$ cat config.mk
export PLATFORM = sky130hd
export DESIGN_NAME = apb_fifo_stream
export DESIGN_NICKNAME = d
export VERILOG_FILES = /design/src/rtl/fifo_stream_pkg.sv /design/src/rtl/fifo_sync_mem.sv /design/src/rtl/apb_fifo_stream.sv
export SDC_FILE = /design/constraint.sdc
export NUM_CORES = 1
export LEC_CHECK = 0
export BUFFER_PORTS_ARGS = -buffer_cell sky130_fd_sc_hd__buf_2
export CORE_MARGIN = 1.5
export CORE_UTILIZATION = 51
export CTS_CLUSTER_SIZE = 40
export DETAILED_ROUTE_END_ITERATION = 7
export PLACE_DENSITY = 0.73
export SYNTH_ARGS = -nofsm -noshare
export SYNTH_HDL_FRONTEND = slang
export SYNTH_SLANG_ARGS = --single-unit
$ cat constraint.sdc
create_clock -name clk -period 2.9 [get_ports clk]
set_input_delay 0.435 -clock clk [delete_from_list [all_inputs] [get_ports clk]]
set_output_delay 0.435 -clock clk [all_outputs]
set_load 0.03 [all_outputs]
$ cat src/rtl/fifo_stream_pkg.sv
// Register map, bit positions and sizing helpers shared by the APB sample FIFO stream.
// Keep the offsets here so firmware headers can be generated from a single source.
package fifo_stream_pkg;

   localparam logic [7:0] ADDR_DATA   = 8'h00;
   localparam logic [7:0] ADDR_CTRL   = 8'h04;
   localparam logic [7:0] ADDR_STATUS = 8'h08;
   localparam logic [7:0] ADDR_THRESH = 8'h0C;

   localparam int CTRL_ENABLE   = 0;
   localparam int CTRL_FLUSH    = 1;
   localparam int CTRL_RATE_LSB = 8;

   localparam int ST_EMPTY     = 0;
   localparam int ST_FULL      = 1;
   localparam int ST_ALM_EMPTY = 2;
   localparam int ST_OVF       = 3;
   localparam int ST_UDF       = 4;
   localparam int ST_LEVEL_LSB = 16;

   typedef enum logic [2:0] {
      REG_DATA,
      REG_CTRL,
      REG_STATUS,
      REG_THRESH,
      REG_INVALID
   } reg_sel_e;

   // Level needs one extra bit over the pointers so that "full" is representable.
   function automatic int lvl_w(input int depth);
      return $clog2(depth) + 1;
   endfunction

   function automatic reg_sel_e decode_addr(input logic [7:0] addr);
      reg_sel_e sel;
      case (addr)
         ADDR_DATA:   sel = REG_DATA;
         ADDR_CTRL:   sel = REG_CTRL;
         ADDR_STATUS: sel = REG_STATUS;
         ADDR_THRESH: sel = REG_THRESH;
         default:     sel = REG_INVALID;
      endcase
      return sel;
   endfunction

endpackage

$ cat src/rtl/fifo_sync_mem.sv
// DEPTH x WIDTH synchronous FIFO storage with free-running wrapping pointers and an explicit level.
// Flush has priority over push and pop; full/empty are registered from the next level.
module fifo_sync_mem
   import fifo_stream_pkg::*;
#(
   parameter int WIDTH = 8,
   parameter int DEPTH = 64
) (
   input  logic                    clk,
   input  logic                    reset,
   input  logic                    push,
   input  logic                    pop,
   input  logic                    flush,
   input  logic [WIDTH-1:0]        din,
   output logic [WIDTH-1:0]        dout,
   output logic [$clog2(DEPTH):0]  level,
   output logic                    full,
   output logic                    empty
);

   localparam int PTR_W = $clog2(DEPTH);
   localparam int LVL_W = lvl_w(DEPTH);
   localparam logic [LVL_W-1:0] LVL_FULL = LVL_W'(DEPTH);

   logic [WIDTH-1:0] mem_q [DEPTH];
   logic [PTR_W-1:0] wr_ptr_q, wr_ptr_d;
   logic [PTR_W-1:0] rd_ptr_q, rd_ptr_d;
   logic [LVL_W-1:0] level_q, level_d;
   logic             full_q, full_d;
   logic             empty_q, empty_d;
   logic             do_push, do_pop;

   always_comb begin
      do_push  = push && !full_q && !flush;
      do_pop   = pop && !empty_q && !flush;
      wr_ptr_d = wr_ptr_q;
      rd_ptr_d = rd_ptr_q;
      level_d  = level_q;
      if (flush) begin
         wr_ptr_d = '0;
         rd_ptr_d = '0;
         level_d  = '0;
      end else begin
         if (do_push) wr_ptr_d = wr_ptr_q + PTR_W'(1);
         if (do_pop)  rd_ptr_d = rd_ptr_q + PTR_W'(1);
         if (do_push && !do_pop)      level_d = level_q + LVL_W'(1);
         else if (!do_push && do_pop) level_d = level_q - LVL_W'(1);
      end
      full_d  = (level_d == LVL_FULL);
      empty_d = (level_d == '0);
   end

   always_ff @(posedge clk) begin
      if (reset) begin
         wr_ptr_q <= '0;
         rd_ptr_q <= '0;
         level_q  <= '0;
         full_q   <= 1'b0;
         empty_q  <= 1'b1;
      end else begin
         wr_ptr_q <= wr_ptr_d;
         rd_ptr_q <= rd_ptr_d;
         level_q  <= level_d;
         full_q   <= full_d;
         empty_q  <= empty_d;
      end
   end

   // Storage needs no reset: entries are only observed after being written.
   always_ff @(posedge clk) begin
      if (do_push) mem_q[wr_ptr_q] <= din;
   end

   assign dout  = mem_q[rd_ptr_q];
   assign level = level_q;
   assign full  = full_q;
   assign empty = empty_q;

endmodule

$ cat src/rtl/apb_fifo_stream.sv
// APB-fed sample FIFO drained by a symbol-rate-paced valid/ready output stage.
// Holds the register file, sticky flags, rate divider and the output register.
module apb_fifo_stream
   import fifo_stream_pkg::*;
#(
   parameter int WIDTH   = 8,
   parameter int DEPTH   = 64,
   parameter int RATE_W  = 8,
   parameter int PDATA_W = 32
) (
   input  logic               clk,
   input  logic               reset,
   input  logic [7:0]         paddr,
   input  logic               psel,
   input  logic               penable,
   input  logic               pwrite,
   input  logic [PDATA_W-1:0] pwdata,
   output logic [PDATA_W-1:0] prdata,
   output logic               pready,
   output logic               pslverr,
   output logic [WIDTH-1:0]   data_out,
   output logic               data_valid,
   input  logic               data_ready,
   output logic               IQ_rate,
   output logic               mem_state,
   output logic               irq_alm_empty
);

   localparam int LVL_W = lvl_w(DEPTH);
   localparam logic [LVL_W-1:0] THRESH_RST = LVL_W'(DEPTH / 4);

   reg_sel_e           sel;
   logic               access;
   logic               push, flush, ovf_set, ovf_clr, udf_clr, ctrl_we, thresh_we;
   logic [PDATA_W-1:0] rdata;
   logic               slverr;
   logic               unused_pwdata;

   logic               enable_q, enable_d;
   logic [RATE_W-1:0]  rate_div_q, rate_div_d;
   logic [RATE_W-1:0]  cnt_q, cnt_d;
   logic [LVL_W-1:0]   thresh_q, thresh_d;
   logic [WIDTH-1:0]   dout_q, dout_d;
   logic               dv_q, dv_d;
   logic               ovf_q, ovf_d;
   logic               udf_q, udf_d;
   logic               irq_q, irq_d;
   logic               tick, load;

   logic [WIDTH-1:0]   fifo_head;
   logic [LVL_W-1:0]   fifo_level;
   logic               fifo_full, fifo_empty;

   assign access        = psel && penable;
   assign sel           = decode_addr(paddr);
   assign unused_pwdata = ^pwdata;

   // APB decode: read data and error are only driven during the access phase.
   always_comb begin
      rdata     = '0;
      slverr    = 1'b0;
      push      = 1'b0;
      flush     = 1'b0;
      ovf_set   = 1'b0;
      ovf_clr   = 1'b0;
      udf_clr   = 1'b0;
      ctrl_we   = 1'b0;
      thresh_we = 1'b0;
      if (access) begin
         case (sel)
            REG_DATA: begin
               if (pwrite) begin
                  if (fifo_full) begin
                     slverr  = 1'b1;
                     ovf_set = 1'b1;
                  end else begin
                     push = 1'b1;
                  end
               end
            end
            REG_CTRL: begin
               if (pwrite) begin
                  ctrl_we = 1'b1;
                  flush   = pwdata[CTRL_FLUSH];
               end else begin
                  rdata[CTRL_ENABLE]              = enable_q;
                  rdata[CTRL_RATE_LSB +: RATE_W]  = rate_div_q;
               end
            end
            REG_STATUS: begin
               if (pwrite) begin
                  ovf_clr = pwdata[ST_OVF];
                  udf_clr = pwdata[ST_UDF];
               end else begin
                  rdata[ST_EMPTY]               = fifo_empty;
                  rdata[ST_FULL]                = fifo_full;
                  rdata[ST_ALM_EMPTY]           = irq_q;
                  rdata[ST_OVF]                 = ovf_q;
                  rdata[ST_UDF]                 = udf_q;
                  rdata[ST_LEVEL_LSB +: LVL_W]  = fifo_level;
               end
            end
            REG_THRESH: begin
               if (pwrite) thresh_we = 1'b1;
               else        rdata[LVL_W-1:0] = thresh_q;
            end
            default: slverr = 1'b1;
         endcase
      end
   end

   // Rate divider, output stage and sticky flags; a tick lost to a stall never pops.
   always_comb begin
      enable_d   = ctrl_we ? pwdata[CTRL_ENABLE] : enable_q;
      rate_div_d = ctrl_we ? pwdata[CTRL_RATE_LSB +: RATE_W] : rate_div_q;
      thresh_d   = thresh_we ? pwdata[LVL_W-1:0] : thresh_q;

      tick  = enable_q && (cnt_q == rate_div_q);
      cnt_d = (enable_q && !tick) ? cnt_q + RATE_W'(1) : '0;

      load   = tick && !fifo_empty && (!dv_q || data_ready);
      dout_d = dout_q;
      dv_d   = dv_q;
      if (flush) begin
         dv_d = 1'b0;
      end else if (load) begin
         dout_d = fifo_head;
         dv_d   = 1'b1;
      end else if (dv_q && data_ready) begin
         dv_d = 1'b0;
      end

      ovf_d = (ovf_q && !ovf_clr) || ovf_set;
      udf_d = (udf_q && !udf_clr) || (tick && fifo_empty && !dv_q);
      irq_d = enable_q && (fifo_level <= thresh_q);
   end

   always_ff @(posedge clk) begin
      if (reset) begin
         enable_q   <= 1'b0;
         rate_div_q <= '0;
         cnt_q      <= '0;
         thresh_q   <= THRESH_RST;
         dout_q     <= '0;
         dv_q       <= 1'b0;
         ovf_q      <= 1'b0;
         udf_q      <= 1'b0;
         irq_q      <= 1'b0;
      end else begin
         enable_q   <= enable_d;
         rate_div_q <= rate_div_d;
         cnt_q      <= cnt_d;
         thresh_q   <= thresh_d;
         dout_q     <= dout_d;
         dv_q       <= dv_d;
         ovf_q      <= ovf_d;
         udf_q      <= udf_d;
         irq_q      <= irq_d;
      end
   end

   fifo_sync_mem #(
      .WIDTH (WIDTH),
      .DEPTH (DEPTH)
   ) u_fifo (
      .clk   (clk),
      .reset (reset),
      .push  (push),
      .pop   (load),
      .flush (flush),
      .din   (pwdata[WIDTH-1:0]),
      .dout  (fifo_head),
      .level (fifo_level),
      .full  (fifo_full),
      .empty (fifo_empty)
   );

   assign prdata        = rdata;
   assign pslverr       = slverr;
   assign pready        = 1'b1;
   assign data_out      = dout_q;
   assign data_valid    = dv_q;
   assign IQ_rate       = tick;
   assign mem_state     = !fifo_empty;
   assign irq_alm_empty = irq_q;

endmodule
Yosys cells after proc, flatten, opt, wreduce, memory -nomap -nowiden
Memory sizes are Yosys's and may differ from the RTL's. A register that Yosys moved wholly into a read port is not among the register bits.
Index checks and enable logic that the tools add are counted.
Operators by class
  $add $sub $neg: 5
  multipliers: 0
  div/mod/pow operators: 0
  magnitude comparators: 1
  equality and inequality tests: 8
  shift-type cells: 0
  multiplexer cells: 44
  bitwise gates (word level): 2
  reductions and logical operators: 37
Operator list (count)
  two-way mux 7 bit: 7
  two-way mux 1 bit: 28
  logical AND 1 bit: 17
  == test 8 x 4 -> 1 bit (second input constant): 2
  two-way mux 8 bit: 2
  two-way mux 15 bit: 1
  adder 6 x 1 -> 6 bit (second input constant): 2
  case mux 3 bit (4 select lines): 1
  logical NOT 1 bit: 9
  adder 8 x 1 -> 8 bit (second input constant): 1
  == test 8 x 3 -> 1 bit (second input constant): 1
  == test 8 bit: 1
  logical NOT 8 bit: 1
  case mux 4 bit (2 select lines): 1
  adder 7 x 1 -> 7 bit (second input constant): 1
  == test 7 bit (second input constant): 1
  <= comparator 7 bit: 1
  logical NOT 7 bit: 1
  subtractor 7 x 1 -> 7 bit (second input constant): 1
  == test 3 x 2 -> 1 bit (second input constant): 2
  two-way mux 5 bit: 1
  OR reduction 2 bit: 2
  == test 3 x 1 -> 1 bit (second input constant): 1
  logical NOT 3 bit: 1
  other kinds (8): 11
Word-level totals
  flip-flop bits (word level): 49
  latch bits: 0
  RAM bits: 512
  memory bits (read-only): 0
  input port bits: 46
  output and inout port bits: 46
  logic and storage cells: 111
  memories: 1
Memory list
  u_fifo.mem_q: depth 64, width 8, read ports 1, clocked after memory_dff 1, write ports 1, line fifo_sync_mem.sv:25  | logic [WIDTH-1:0] mem_q [DEPTH];

Depth between registers and ports, before layout
  word-level depth: 13
  gate-level depth with buffers: 10
  gate-level depth less buffers: 9

Cells and area by module
A second synthesis with hierarchy kept.
Second synthesis, totals
  cell total of the unflattened synthesis: 1329
  area total of the unflattened synthesis: 23262.3 um2
Modules (own cells, without submodules)
  fifo_sync_mem: instances 1, cells an instance 1100, area each 21187.8 um2, seq. area each 15915.3 um2
  apb_fifo_stream: instances 1, cells an instance 229, area each 2074.5 um2, seq. area each 720.7 um2

Worst setup path before layout
No wires, ideal clock.
  path kind: in2out
  start point: input port paddr[1]
  end point: output port prdata[16]
  arrival time: 2244 ps
  data required time: 2465 ps
  path slack: 221 ps
  stages on the path: 6
  buffers on the path: 1
  cells stage by stage: or4_4 -> nand2b_1 -> buf_2 -> nor2_1 -> nand2_1 -> nor3_1
On the way
  word-level cells in the longest chain between the ends: 5
  elaborated cells between the ends (all ways): 8
  those cells by class: eq/ne: 4; mux: 3; reduce/logical: 1
RTL lines
  from (decl): line apb_fifo_stream.sv:13  | input logic [7:0] paddr,
  == test 8 x 4 -> 1 bit, or another cell as far along: line fifo_stream_pkg.sv:36  | case (addr)
  case mux 3 bit (4 select lines) (*): line fifo_stream_pkg.sv:36
  == test 3 x 2 -> 1 bit (*): line apb_fifo_stream.sv:70  | case (sel)
  two-way mux 7 bit (*): line apb_fifo_stream.sv:70
  two-way mux 15 bit (*): line apb_fifo_stream.sv:69  | if (access) begin
  to (decl): line apb_fifo_stream.sv:18  | output logic [PDATA_W-1:0] prdata,
Mark *: on every way between the ends. The rest lies on a longest branch, timed or not.

Worst setup path after layout
  start point: input port paddr[1]
  end point: output port prdata[21]
The elaborated chain is that of the path after synthesis.

==> summary.md <==
| Metric | Value |
|---|---|
| Mux cell area share after synthesis | 0.139 |
| Wire length of the first global-routing pass | 74,700 um |
| VDD IR max | 0.000519 V |
| Crit-path leading delay family | simple AND/OR/NAND/NOR gates |
| Slowest-stage cell, CP | or4_4 |
| Setup Buffers After CTS | 0 |
| Fraction of the cycle the final worst path needs | 0.912 |
| Worst-path fanout max | 8 |
| Crit end category | output pin |
| CTS H-Tree Depth | 2 |
| Crit-path cells | buf_2, or4_4, nand2b_1, nor2_1, nand2_1, nor2_1, and2_1, buf_2 |
| Root Buffer | clkbuf_16 |
| DP HPWL | roughly 30,000 um |
| Final setup fails | 0 |
| Total wire length | approximately 49,000 um |
| Filler cells | around 3,200 |
| Port Buffer Count | between 60 and 70 |
| Vias in the first global route | 12,300 |
| Unrepaired setup endpoints after global routing | false |
| Utilization after layout | 0.595 |
| GR peak layer | met2 |
| Initial Utilization | 0.515 |
| Initial antenna violation count | 0 |
| Critical path required time | ~2500 ps |
| Top-count cell post-synth | edfxtp_1 |
| Sequential fraction of the synthesis area | 0.729 |
| Dominant synthesized flop cell | edfxtp_1 |
| Later-pin clock latency in the skew report | 600 ps |
| Crit Path Class | input port to output pin |
| # diodes | 0 |
| Synth unique cells | 50 |
| Fmax | around 380 MHz |
| Worst EP arrival | about 2200 ps |
| Startpoint types | input port |
| Synth top cells by count | 512 x edfxtp_1, 128 x mux4_2, 124 x nor2_1 |
| Mapped Area | roughly 0.023 mm2 |
| Worst-Margin Slew | roughly 960 ps |
| Syn_area_per_cell | 18.1 um2 |
| CTS resizes | 0 |
| Post-Synth Simple-Gate Area | 0.0556 |
| Fin cells | 2,058 |
| Status | completed |
| Clock transition at the registers of the reported paths | about 60 ps |
| Die area | 0.0457 mm2 |
| CTS tree | built |
| Yosys reg bits | ~570 |
| GRT Util Overall | 0.224 |
| GRT met3 Usage | 0.0460 |
| Biggest area consumer among synthesized cells | edfxtp_1 |
| Max_slew headroom | 0.363 |
| DR vias | 12,100 |
| Max cap viols | 0 |
| Die Height | 214 um |
| CTS Hold Bufs | 0 |
| PD cells | about 620 mW/mm2 |
| Met2 global-route usage | 0.363 |
| Synth top area cells | edfxtp_1 68%, mux4_2 13%, dfxtp_1 5.0%, a22oi_1 2.1%, nor2_1 2.1% |
| Synth-to-Final Area Change | 15.7% |
| Main combinational cell family by area after synthesis | multiplexers |
| Core Rows | 77 |
| Compound-Gate Fraction of Synth Area | 0.0382 |
| Post-route DRC | 0 |
| Slowest stage delay, CP | ~560 ps |
| Final hold vios | 0 |
| Clk sink count | 569 |
| CTS max path bufs | 3 |
| Worst hold-check path type | input port to register |
| Drt first pass iters | 5 |
| Final ANT Viol Nets | 0 |
| # IOs | between 90 and 100 |
| Cell leakage power | approximately 0.0086 uW |
| GPL Wtd Cong | between 0.8 and 0.9 |
| Total gr overflow | 0 |
| DRT iter0 DRCs | between 1,000 and 1,500 |
| Fin nets | 1,483 |
| Post-Syn Instances | around 1,300 |
| Synth Area in XOR/XNOR | 0.0108 |
| Post-synth EDFFs | roughly 500 |
| Worst Clk Skew | between 20 and 30 ps |
| Synth top area share | 0.679 |
| Placed insts | between 1,500 and 2,000 |
| Async S/R FF share, synth | 0 |
| Largest net degree at the start of global routing | 67 |
| Worst Path Buf+Inv | 2 |
| DR vias/cell | 5.87 |
| Period minus WS final | between 2000 and 3000 ps |
| Pins Over Slew Limit | 0 |
| Wirelength per Cell | roughly 24 um |
| Setup TNS | 0 ps |
| Total core area | around 0.044 mm2 |
| Post-Synth Adder-Cell Area | 0.00751 |
| Fin Hold WS | roughly 67 ps |
| Layout cells sized above 1 | 0.278 |
| Met1 Use GR | 0.308 |
| Die X | between 200 and 250 um |
| YS warnings | 0 |
| CTS Buf Count | 54 |
## routing by layer
layer / vias up / wire length (um)
met5: - / 0
met4: 0 / 1360
met3: 99 / 3790
met2: 515 / 23800
met1: 6145 / 19900
li1: 5322 / -
## final cells by class
cell class	count	area, um2	share of cell area
Timing Repair Buffer	188	1350	0.0516
Sequential cell	569	16500	0.630
Inverter	15	56.3	0.00215
Tap cell	592	741	0.0283
Clock buffer	69	1450	0.0552
Clock inverter	28	352	0.0134
Multi-Input combinational cell	597	5740	0.219
## report_power, final
group	total (uW)	switching (uW)	leakage [uW]	internal (uW)
clock	7140	2910	0.000880	4230
sequential	8920	1.71	0.00506	8920
combinational	223	183	0.00268	40.1
## cell families after synthesis
family	after synthesis
AO/OA/AOI/OAI	132
adder cells (fa/ha/maj)	14
other	2
flip-flops	569
multiplexers	155
AND/OR/NAND/NOR	257
XOR/XNOR	28
buffers and inverters	98
## registers in the layout, indices dropped and copies added (netlist names)
register and cells:
u_fifo.mem_q 512, cnt_q 8, data_out 8, rate_div_q 8, thresh_q 7, u_fifo.level 7, u_fifo.rd_ptr_q 6, u_fifo.wr_ptr_q 6
data_valid 1, enable_q 1, irq_alm_empty 1, ovf_q 1, u_fifo.empty 1, u_fifo.full 1, udf_q 1
## worst register-to-register path, stage by stage, from the launching register on
cell     delay [ps]
dfxtp_4         470
buf_12          280
buf_12          240
mux4_2          570
a22oi_1         220
a21oi_1         100
nor4_1          450
o22ai_1         140
## layout by cell type (no fill, tap or decap), types with 6 or more instances in the layout
cell | netlist | layout
clkbuf_16 | 0 | 54
a22oi_1 | 64 | 64
nand3_1 | 15 | 15
mux4_2 | 128 | 128
a21oi_1 | 41 | 41
xnor2_1 | 15 | 15
xor2_1 | 13 | 13
bufinv_16 | 0 | 8
nand2_1 | 31 | 31
buf_4 | 12 | 116
edfxtp_1 | 512 | 512
and3_1 | 7 | 7
buf_12 | 0 | 8
mux2i_1 | 27 | 27
nor3_1 | 6 | 6
nand2b_1 | 6 | 6
nand4_1 | 11 | 11
dfxtp_1 | 57 | 55
and2_1 | 16 | 16
inv_1 | 15 | 15
clkinv_2 | 0 | 8
ha_1 | 12 | 12
o22ai_1 | 9 | 9
buf_2 | 15 | 64
clkinv_1 | 0 | 8
nor4_1 | 9 | 9
conb_1 | 2 | 11
clkbuf_1 | 42 | 11
nor2_1 | 124 | 123
## worst paths after layout
kind                                 endpoint  cells after the start  slack, ps                from
worst max-delay path               prdata[21]                      8        260            paddr[1]
worst min-delay path            rate_div_q[6]                      3         70          pwdata[14]
worst max register to register    data_out[7]                      7        280  u_fifo.rd_ptr_q[0]
worst min register to register          udf_q                      2        470               udf_q
## per-stage QoR
stage,power [uW],setup slack [ps],area [um2]
2_1_floorplan,9160,221,22700
3_3_place_gp,9310,273,24400
3_5_place_dp,9320,250,24400
4_1_cts,16400,244,26200
5_1_grt,16700,36.3,26200
6_report,16300,256,26200
Note: power is estimated with default switching activity, not from simulation.
